## config.mk

```make
export PLATFORM = sky130hd
export DESIGN_NAME = vga_timing_decoder
export DESIGN_NICKNAME = d
export VERILOG_FILES = /design/src/rtl/vga_pkg.sv /design/src/rtl/vga_rx_sync.sv /design/src/rtl/vga_timing_decoder.sv
export SDC_FILE = /design/constraint.sdc
export NUM_CORES = 1
export LEC_CHECK = 0
export CORE_MARGIN = 2
export CORE_UTILIZATION = 30
export CTS_CLUSTER_DIAMETER = 200
export DETAILED_ROUTE_END_ITERATION = 6
export PLACE_DENSITY_LB_ADDON = 0.3
export SLEW_MARGIN = 30
export SYNTH_ARGS = -nofsm -noshare
export SYNTH_HDL_FRONTEND = slang
export SYNTH_HIERARCHICAL = 1
export SYNTH_SLANG_ARGS = --single-unit
```

## constraint.sdc

```tcl
create_clock -name Clk -period 2.25 [get_ports Clk]
set_input_delay 0.45 -clock Clk [delete_from_list [all_inputs] [get_ports Clk]]
set_output_delay 0.45 -clock Clk [all_outputs]
set_load 0.01 [all_outputs]
```

## src/rtl/vga_pkg.sv

```systemverilog
// rtl/vga_pkg.sv - shared state encoding, 640x480 timing constants and CRC constants for vga_timing_decoder
package vga_pkg;

    typedef enum logic [1:0] {
        ST_SEARCH  = 2'd0,
        ST_WAIT_VS = 2'd1,
        ST_MEASURE = 2'd2,
        ST_LOCKED  = 2'd3
    } vga_state_t;

    localparam int VGA_H_TOTAL      = 800;
    localparam int VGA_V_TOTAL      = 525;
    localparam int VGA_H_ACTIVE     = 640;
    localparam int VGA_V_ACTIVE     = 480;
    localparam int VGA_H_SYNC_START = 656;
    localparam int VGA_V_SYNC_START = 490;

    // period counters saturate well above any legal 10-bit timing
    localparam int MEAS_W = 12;

    localparam logic [15:0] CRC16_POLY = 16'h1021;
    localparam logic [15:0] CRC16_INIT = 16'hFFFF;

    function automatic logic [15:0] crc16_px(input logic [15:0] crc, input logic [23:0] data);
        logic [15:0] c;
        c = crc;
        for (int i = 23; i >= 0; i--) begin
            if (c[15] ^ data[i]) begin
                c = {c[14:0], 1'b0} ^ CRC16_POLY;
            end else begin
                c = {c[14:0], 1'b0};
            end
        end
        return c;
    endfunction

endpackage

```

## src/rtl/vga_rx_sync.sv

```systemverilog
// rtl/vga_rx_sync.sv - two-flop synchronizers, pixel strobe and per-pixel sync edge detection
module vga_rx_sync (
    input  logic        clk,
    input  logic        rst_n,
    input  logic        vga_clk,
    input  logic        hs,
    input  logic        vs,
    input  logic        blank,
    input  logic [23:0] rgb,
    input  logic        err_clr,
    output logic        pix_strobe,
    output logic        hs_fall,
    output logic        vs_fall,
    output logic        pix_blank,
    output logic [23:0] pix_rgb,
    output logic        clr_pulse
);

    // bit layout: {vga_clk, hs, vs, blank, err_clr, rgb}
    localparam int W = 29;
    localparam logic [W-1:0] IDLE = {1'b0, 1'b1, 1'b1, 1'b1, 1'b0, 24'h0};

    logic [W-1:0] meta;
    logic [W-1:0] sync;
    logic         clk_q;
    logic         hs_q;
    logic         vs_q;

    always_ff @(posedge clk or negedge rst_n) begin
        if (!rst_n) begin
            meta  <= IDLE;
            sync  <= IDLE;
            clk_q <= 1'b0;
            hs_q  <= 1'b1;
            vs_q  <= 1'b1;
        end else begin
            meta  <= {vga_clk, hs, vs, blank, err_clr, rgb};
            sync  <= meta;
            clk_q <= sync[28];
            // sync levels are only tracked at strobes so edges land on a pixel boundary
            if (pix_strobe) begin
                hs_q <= sync[27];
                vs_q <= sync[26];
            end
        end
    end

    assign pix_strobe = sync[28] & ~clk_q;
    assign hs_fall    = pix_strobe & hs_q & ~sync[27];
    assign vs_fall    = pix_strobe & vs_q & ~sync[26];
    assign pix_blank  = sync[25];
    assign clr_pulse  = sync[24];
    assign pix_rgb    = sync[23:0];

endmodule

```

## src/rtl/vga_timing_decoder.sv

```systemverilog
// rtl/vga_timing_decoder.sv - recovers pixel/line coordinates and lock from VGA sync; frame CRC via VGA_TIMING_DECODER_CRC_EN
module vga_timing_decoder
    import vga_pkg::*;
#(
    parameter int H_TOTAL      = VGA_H_TOTAL,
    parameter int V_TOTAL      = VGA_V_TOTAL,
    parameter int H_ACTIVE     = VGA_H_ACTIVE,
    parameter int V_ACTIVE     = VGA_V_ACTIVE,
    parameter int H_SYNC_START = VGA_H_SYNC_START,
    parameter int V_SYNC_START = VGA_V_SYNC_START
) (
    input  logic        Clk,
    input  logic        Reset,
    input  logic        VGA_clk,
    input  logic        hs,
    input  logic        vs,
    input  logic        blank,
    input  logic [7:0]  Red,
    input  logic [7:0]  Green,
    input  logic [7:0]  Blue,
    input  logic        err_clr,
    output logic [9:0]  RxX,
    output logic [9:0]  RxY,
    output logic        rx_valid,
    output logic        locked,
    output logic        frame_done,
    output logic [7:0]  frame_cnt,
    output logic        err_h,
    output logic        err_v,
    output logic        err_blank
`ifdef VGA_TIMING_DECODER_CRC_EN
    ,
    output logic [15:0] frame_crc
`endif
);

    localparam logic [9:0]        H_LAST   = 10'(H_TOTAL - 1);
    localparam logic [9:0]        V_LAST   = 10'(V_TOTAL - 1);
    localparam logic [9:0]        H_ACT    = 10'(H_ACTIVE);
    localparam logic [9:0]        V_ACT    = 10'(V_ACTIVE);
    localparam logic [9:0]        H_SS     = 10'(H_SYNC_START);
    localparam logic [9:0]        V_SS     = 10'(V_SYNC_START);
    localparam logic [MEAS_W-1:0] H_PERIOD = MEAS_W'(H_TOTAL);
    localparam logic [MEAS_W-1:0] V_PERIOD = MEAS_W'(V_TOTAL);

    logic              strobe;
    logic              hs_fall;
    logic              vs_fall;
    logic              pix_blank;
    logic [23:0]       pix_rgb;
    logic              clr_pulse;

    vga_state_t        state;
    logic              good_frame;
    logic [9:0]        x_nxt;
    logic [9:0]        y_nxt;
    logic [MEAS_W-1:0] h_meas;
    logic [MEAS_W-1:0] v_meas;
    logic              visible;
    logic              h_bad;
    logic              v_bad;

    vga_rx_sync u_sync (
        .clk        (Clk),
        .rst_n      (Reset),
        .vga_clk    (VGA_clk),
        .hs         (hs),
        .vs         (vs),
        .blank      (blank),
        .rgb        ({Red, Green, Blue}),
        .err_clr    (err_clr),
        .pix_strobe (strobe),
        .hs_fall    (hs_fall),
        .vs_fall    (vs_fall),
        .pix_blank  (pix_blank),
        .pix_rgb    (pix_rgb),
        .clr_pulse  (clr_pulse)
    );

    // coordinate of the pixel carried by the current strobe
    always_comb begin
        x_nxt = RxX;
        y_nxt = RxY;
        if (strobe) begin
            if (hs_fall) begin
                x_nxt = H_SS;
            end else if (RxX == H_LAST) begin
                x_nxt = 10'd0;
            end else begin
                x_nxt = RxX + 10'd1;
            end
        end
        if (vs_fall) begin
            y_nxt = V_SS;
        end else if (hs_fall) begin
            y_nxt = (RxY == V_LAST) ? 10'd0 : RxY + 10'd1;
        end
    end

    assign visible = (x_nxt < H_ACT) && (y_nxt < V_ACT);
    assign h_bad   = hs_fall && (h_meas != H_PERIOD);
    assign v_bad   = vs_fall && (v_meas != V_PERIOD);

    always_ff @(posedge Clk or negedge Reset) begin
        if (!Reset) begin
            RxX    <= 10'd0;
            RxY    <= 10'd0;
            h_meas <= '0;
            v_meas <= '0;
        end else begin
            RxX <= x_nxt;
            RxY <= y_nxt;
            // the strobe carrying the hs edge is the first pixel of the new line
            if (hs_fall) begin
                h_meas <= MEAS_W'(1);
            end else if (strobe && h_meas != '1) begin
                h_meas <= h_meas + 1'b1;
            end
            if (vs_fall) begin
                v_meas <= hs_fall ? MEAS_W'(1) : '0;
            end else if (hs_fall && v_meas != '1) begin
                v_meas <= v_meas + 1'b1;
            end
        end
    end

    always_ff @(posedge Clk or negedge Reset) begin
        if (!Reset) begin
            state      <= ST_SEARCH;
            good_frame <= 1'b0;
            locked     <= 1'b0;
            rx_valid   <= 1'b0;
            frame_done <= 1'b0;
            frame_cnt  <= 8'd0;
            err_h      <= 1'b0;
            err_v      <= 1'b0;
            err_blank  <= 1'b0;
        end else begin
            rx_valid   <= 1'b0;
            frame_done <= 1'b0;
            if (clr_pulse) begin
                err_h     <= 1'b0;
                err_v     <= 1'b0;
                err_blank <= 1'b0;
            end
            case (state)
                ST_SEARCH: begin
                    if (hs_fall) begin
                        state <= ST_WAIT_VS;
                    end
                end
                ST_WAIT_VS: begin
                    if (vs_fall) begin
                        state      <= ST_MEASURE;
                        good_frame <= 1'b0;
                    end
                end
                ST_MEASURE: begin
                    if (h_bad || v_bad) begin
                        state <= ST_SEARCH;
                    end else if (vs_fall) begin
                        if (good_frame) begin
                            state  <= ST_LOCKED;
                            locked <= 1'b1;
                        end else begin
                            good_frame <= 1'b1;
                        end
                    end
                end
                ST_LOCKED: begin
                    rx_valid <= strobe & visible;
                    // error sets are written after the clear so a coincident event keeps the flag
                    if (strobe && (pix_blank != visible)) begin
                        err_blank <= 1'b1;
                    end
                    if (h_bad) begin
                        err_h <= 1'b1;
                    end
                    if (v_bad) begin
                        err_v <= 1'b1;
                    end
                    if (vs_fall) begin
                        frame_done <= 1'b1;
                        frame_cnt  <= frame_cnt + 8'd1;
                    end
                    if (h_bad || v_bad) begin
                        state  <= ST_SEARCH;
                        locked <= 1'b0;
                    end
                end
                default: begin
                    state  <= ST_SEARCH;
                    locked <= 1'b0;
                end
            endcase
        end
    end

`ifdef VGA_TIMING_DECODER_CRC_EN
    logic [15:0] crc_acc;
    logic [23:0] rgb_q;

    always_ff @(posedge Clk or negedge Reset) begin
        if (!Reset) begin
            crc_acc   <= CRC16_INIT;
            frame_crc <= 16'd0;
            rgb_q     <= 24'd0;
        end else begin
            if (strobe) begin
                rgb_q <= pix_rgb;
            end
            if (frame_done) begin
                frame_crc <= crc_acc;
                crc_acc   <= rx_valid ? crc16_px(CRC16_INIT, rgb_q) : CRC16_INIT;
            end else if (!locked) begin
                crc_acc <= CRC16_INIT;
            end else if (rx_valid) begin
                crc_acc <= crc16_px(crc_acc, rgb_q);
            end
        end
    end
`else
    logic unused_rgb;
    assign unused_rgb = ^pix_rgb;
`endif

endmodule

```

# After elaboration in Yosys (flattened, before gate mapping)
# Index checks and enable logic that the tools add are counted.
# Widths: inputs -> output; s select.
# classes
add_sub_neg,5
magnitude_cmp,2
eq_ne,18
mux,39
bitwise_logic,9
reduce_logical,16
# op_table
cell,count
$mux 10,6
$mux 12,4
$add 12x1->12 const B,2
$ne 12x10->1 const B,2
$ne 12x12->1 const B,2
$add 10x1->10 const B,2
$eq 10x10->1 const B,2
$mux 1,20
$mux 2,6
$ne 2x2->1 const B,6
$lt 10x10->1 const B,1
$lt 10x9->1 const B,1
$reduce_and 5->1,2
$add 8x1->8 const B,1
$pmux 2 s4,1
$reduce_bool 2->1,4
$and 1x1->1,6
$logic_and 1x1->1,6
$ne 3x3->1 const B,2
$eq 2x2->1 const B,2
$pmux 1 s2,2
$reduce_and 4->1,1
$not 1->1,3
$eq 2x1->1 const B,1
other kinds (4),4
# totals
regBits,122
in_bits,31
out_inout_bits,34

# Longest topological paths before layout
# logic_depth
word_depth,12
ltp_mapped,9
ltp_nobuf,8

# By module
# The synthesis kept the hierarchy.
# modules_own_cells
module,n_inst,cells_per_inst,area_per_inst_um2,seq_area_each_um2
vga_timing_decoder,1,338,3283.1,1526.5
vga_rx_sync,1,90,1780.5,1536.5

# Least setup slack after synthesis
# Ideal clock, no wire load.
# synth_path
path_kind,register to register
startpoint,register u_sync.clk_q
endpoint,register err_blank
setup_ns,0.135
t_arrival_ns,1.921
required_time_ns,2.115
setup_slack_ns,0.194
stages_incl_launch_ff,10
path_cell_list,dfrtp_1 nor2b_4 and3b_2 buf_4 nand4_1 o21ai_0 or3b_2 nand2_1 o211a_1 o221ai_2
# synth_via
elab_chain_cells,12
# synth_rtl
element,line_no,text
from (decl),vga_rx_sync.sv:25,logic clk_q;
from (signal assigned),vga_rx_sync.sv:39,clk_q <= sync[28];
$not 1->1,vga_rx_sync.sv:48,assign pix_strobe = sync[28] & ~clk_q;
$and 1x1->1,vga_rx_sync.sv:48,
named net strobe,vga_timing_decoder.sv:46,logic strobe;
$and 1x1->1 (2 in series),vga_rx_sync.sv:49,assign hs_fall = pix_strobe & hs_q & ~sync[27];
named net hs_fall,vga_timing_decoder.sv:47,logic hs_fall;
$mux 10,vga_timing_decoder.sv:95,end else if (hs_fall) begin
$mux 10,vga_timing_decoder.sv:93,if (vs_fall) begin
named net y_nxt[6],vga_timing_decoder.sv:56,logic [9:0] y_nxt;
$lt 10x9->1,vga_timing_decoder.sv:100,assign visible = (x_nxt < H_ACT) && (y_nxt < V_ACT);
$logic_and 1x1->1,vga_timing_decoder.sv:100,
$ne 1x1->1,vga_timing_decoder.sv:173,if (strobe && (pix_blank != visible)) begin
$logic_and 1x1->1,vga_timing_decoder.sv:173,
$mux 1,vga_timing_decoder.sv:173,
$mux 1,vga_timing_decoder.sv:146,case (state)
to (signal assigned),vga_timing_decoder.sv:137,err_blank <= 1'b0;
to (signal assigned),vga_timing_decoder.sv:144,err_blank <= 1'b0;
to (signal assigned),vga_timing_decoder.sv:174,err_blank <= 1'b1;
to (decl),vga_timing_decoder.sv:30,output logic err_blank
# The timed path passes the listed nets, and every way through them passes these cells.
# A chain may end at the register's enable or synchronous reset.

# Worst setup path after layout
# Ends and elaborated chain as after synthesis.

==> summary.md <==
| Metric | Value |
|---|---|
| Grt met3 use | around 3.1% |
| Final setup fails | 0 |
| Routed length per instance | roughly 14 µm |
| Die area | 13200 µm² |
| Family with the most delay on the worst path | simple AND/OR/NAND/NOR gates |
| Avg Cell Area, Syn | around 10 µm² |
| Worst Path Required | about 2.5 ns |
| PortBufs | 40 |
| Slowest-stage cell, CP | or3b_2 |
| Final Max Slew Viols | 0 |
| Net Sw Frac | 30.0% |
| Tot Pwr | 4060 µW |
| GR Layer Usage met1 | 17.0% |
| Crit Reg-Reg Endpoint | err_blank |
| CP Capture Type | flop |
| Startpoint types | flop |
| Top Usage Layer GRT | met2 |
| Worst Skew | about 0.0075 ns |
| Comb power frac | between 20% and 30% |
| Max Fclk | between 400 and 500 MHz |
| R2R depth | 8 |
| Flop2flop setup slack | 0.15 ns |
| Critical path type | reg2reg |
| Worst path depth | 8 |
| Critical path buffer and inverter count | 0 |
| Final worst path period share | between 90 and 100% |
| CP cell instances | nor2b_4 > and3b_2 > nand4_1 > o21ai_0 > or3b_2 > nand2_1 > o211a_1 > o221ai_2 |
| Reg power frac | about 43% |
| Num CTS Buffers | 9 |
| 1st-pass router iterations | 4 |
| Die Y | about 110 µm |
| Number of antenna-violating nets in the routed design | 0 |
| Max-cap violations | 0 |
| Worst-path fanout max | 9 |
| Initial core utilization | a little under a third |
| Largest net degree at the start of global routing | 75 |
| Syn_nets | 395 |
| Fin crit period | roughly 2.1 ns |
| CP arrival | around 2.3 ns |
| Power Density | approximately 880 nW/µm² |
| Detailed Route Iter0 Violations | 118 |
| Clock slew at reported path FFs | around 0.060 ns |
| GPL Wtd Cong | around 0.83 |
| Final WL | 7.97 mm |
| R2R Path Start | u_sync/clk_q |
| # diodes | 0 |
| Slew @ Worst Pin | 0.400 ns |
| P_sw | approximately 1200 µW |
| YS warnings | 6 |
| Chip width | 115 µm |
| Critical Path Sink | err_blank |
| Total gr overflow | 0 |
| Reg area | approximately 1900 µm² |
| H-tree depth | 3 |
| Initial antenna violation count | 0 |
| Fraction of layout cells with a size suffix above 1 | between 10% and 20% |
| Worst-Skew Late Latency | about 0.33 ns |
| Status | finished, final reports clean |
| Worst setup path start | u_sync/clk_q |
| Met2 usage | between 20% and 30% |
| Int Pwr | between 2000 and 3000 µW |
| Via count | around 2800 |
| Maximum VDD drop | ~410 µV |
| Slew Limit Headroom | 73.3% |
| Footprint of the multi-input gates | roughly 1700 µm² |
| Final hold vios | 0 |
| Core area | 12000 µm² |
| Post-Syn Area | between 3000 and 4000 µm² |
| TritonCTS clock tree | yes |
| Longest Clk Path Bufs | 2 |
| Clock Sinks | 74 |
| # IOs | 65 |
| # DRC | 0 |
| Clock power share | 33.5% |
| Worst hold margin | around 0.12 ns |
| Max stage delay on crit path | 0.47 ns |
| GRT Total Usage | between 10% and 20% |
| Synthesized instance count | about 360 |
| Rows | 40 |
| Clock root buffer | clkbuf_16 |
| Vias in the first global route | 2812 |
| Detailed placement HPWL | around 5.5 mm |
| Leak | between 0.0015 and 0.002 µW |
| First-pass GRT wire length | 13.7 mm |
| Final design utilization | 38.4% |
| Fill count | about 1200 |
| HP Class | in2async |
| Vias per cell | 5.03 |
| Area delta synth->final | 25.2% |
| Nets | ~450 |
-- worst register-to-register path, stage by stage (launching register included) --
cell      delay [ns]
dfrtp_1         0.40
nor2b_4         0.15
and3b_2         0.30
nand4_1         0.12
o21ai_0         0.17
or3b_2          0.47
nand2_1         0.10
o211a_1         0.17
o221ai_2        0.10
-- power by group through the flow --
stage | clock [µW] | combinational, µW | sequential (µW)
detailed placement | 0 | 949 | 1770
finish | 1360 | 940 | 1760
global placement | 0 | 921 | 1770
floorplan | 0 | 570 | 1750
global route | 1470 | 1060 | 1800
CTS | 1400 | 951 | 1760
-- worst min path at each step --
stage                            to  slack, ns
floorplan                    RxX[0]       0.15
detailed placement  u_sync/sync[24]       0.34
finish                       RxY[4]       0.12
global placement    u_sync/sync[24]       0.34
CTS                          RxY[4]       0.15
global route                 RxY[4]       0.17
-- state kept, by name, summed over array words and instances, names as in the netlist --
signal / flops
h_meas: 12
v_meas: 12
RxX: 10
RxY: 10
frame_cnt: 8
u_sync/meta: 5
u_sync/sync: 5
state: 2
err_blank: 1
err_h: 1
err_v: 1
frame_done: 1
good_frame: 1
locked: 1
rx_valid: 1
u_sync/clk_q: 1
u_sync/hs_q: 1
u_sync/vs_q: 1
-- metrics by stage --
stage	cell area, µm²	setup slack (ns)	TNS, ns	instances
floorplan	3680	0.194	0	356
global placement	4310	0.120	0	546
detailed placement	4310	0.122	0	546
CTS	4590	0.0993	0	562
global route	4610	-0.00504	-0.00504	565
finish	4610	0.145	0	565
-- cells in the final DEF, fill, tap and decap left out, types with 3 or more instances in the layout --
| master | count |
|---|---|
| a21oi_1 | 9 |
| a31oi_1 | 3 |
| and2_1 | 6 |
| and3_1 | 8 |
| and4_1 | 4 |
| buf_4 | 18 |
| clkbuf_16 | 9 |
| clkbuf_8 | 3 |
| clkdlybuf4s50_1 | 39 |
| dfrtp_1 | 66 |
| dfstp_2 | 8 |
| ha_1 | 8 |
| inv_1 | 20 |
| mux2i_1 | 4 |
| nand2_1 | 25 |
| nand3_1 | 20 |
| nand4_1 | 18 |
| nor2_1 | 36 |
| nor3_1 | 6 |
| o21ai_0 | 15 |
| xnor2_1 | 13 |
| xor2_1 | 16 |
-- area by class of cell --
type | instances | share of cell area (%)
timing repair buffer | 58 | 11.8
clock buffer | 14 | 5.94
tap | 147 | 3.99
multi-input combinational | 249 | 35.9
inverter | 21 | 1.71
sequential | 74 | 40.4
clock inverter | 2 | 0.217
-- what timing repair did --
action                                  in CTS  in global routing
buffers inserted                             0                  3
hold buffers                                 0                  0
gates resized for setup                      0                  1
endpoints found under the setup margin       0                  2
-- metal layers --
layer | vias to the layer above | share of wire [%]
met5 | - | 0
met4 | 0 | 1.8
li1 | 1381 | -
met1 | 1399 | 47
met2 | 51 | 48
met3 | 12 | 3.2
Note: power is estimated with default switching activity, not from simulation.
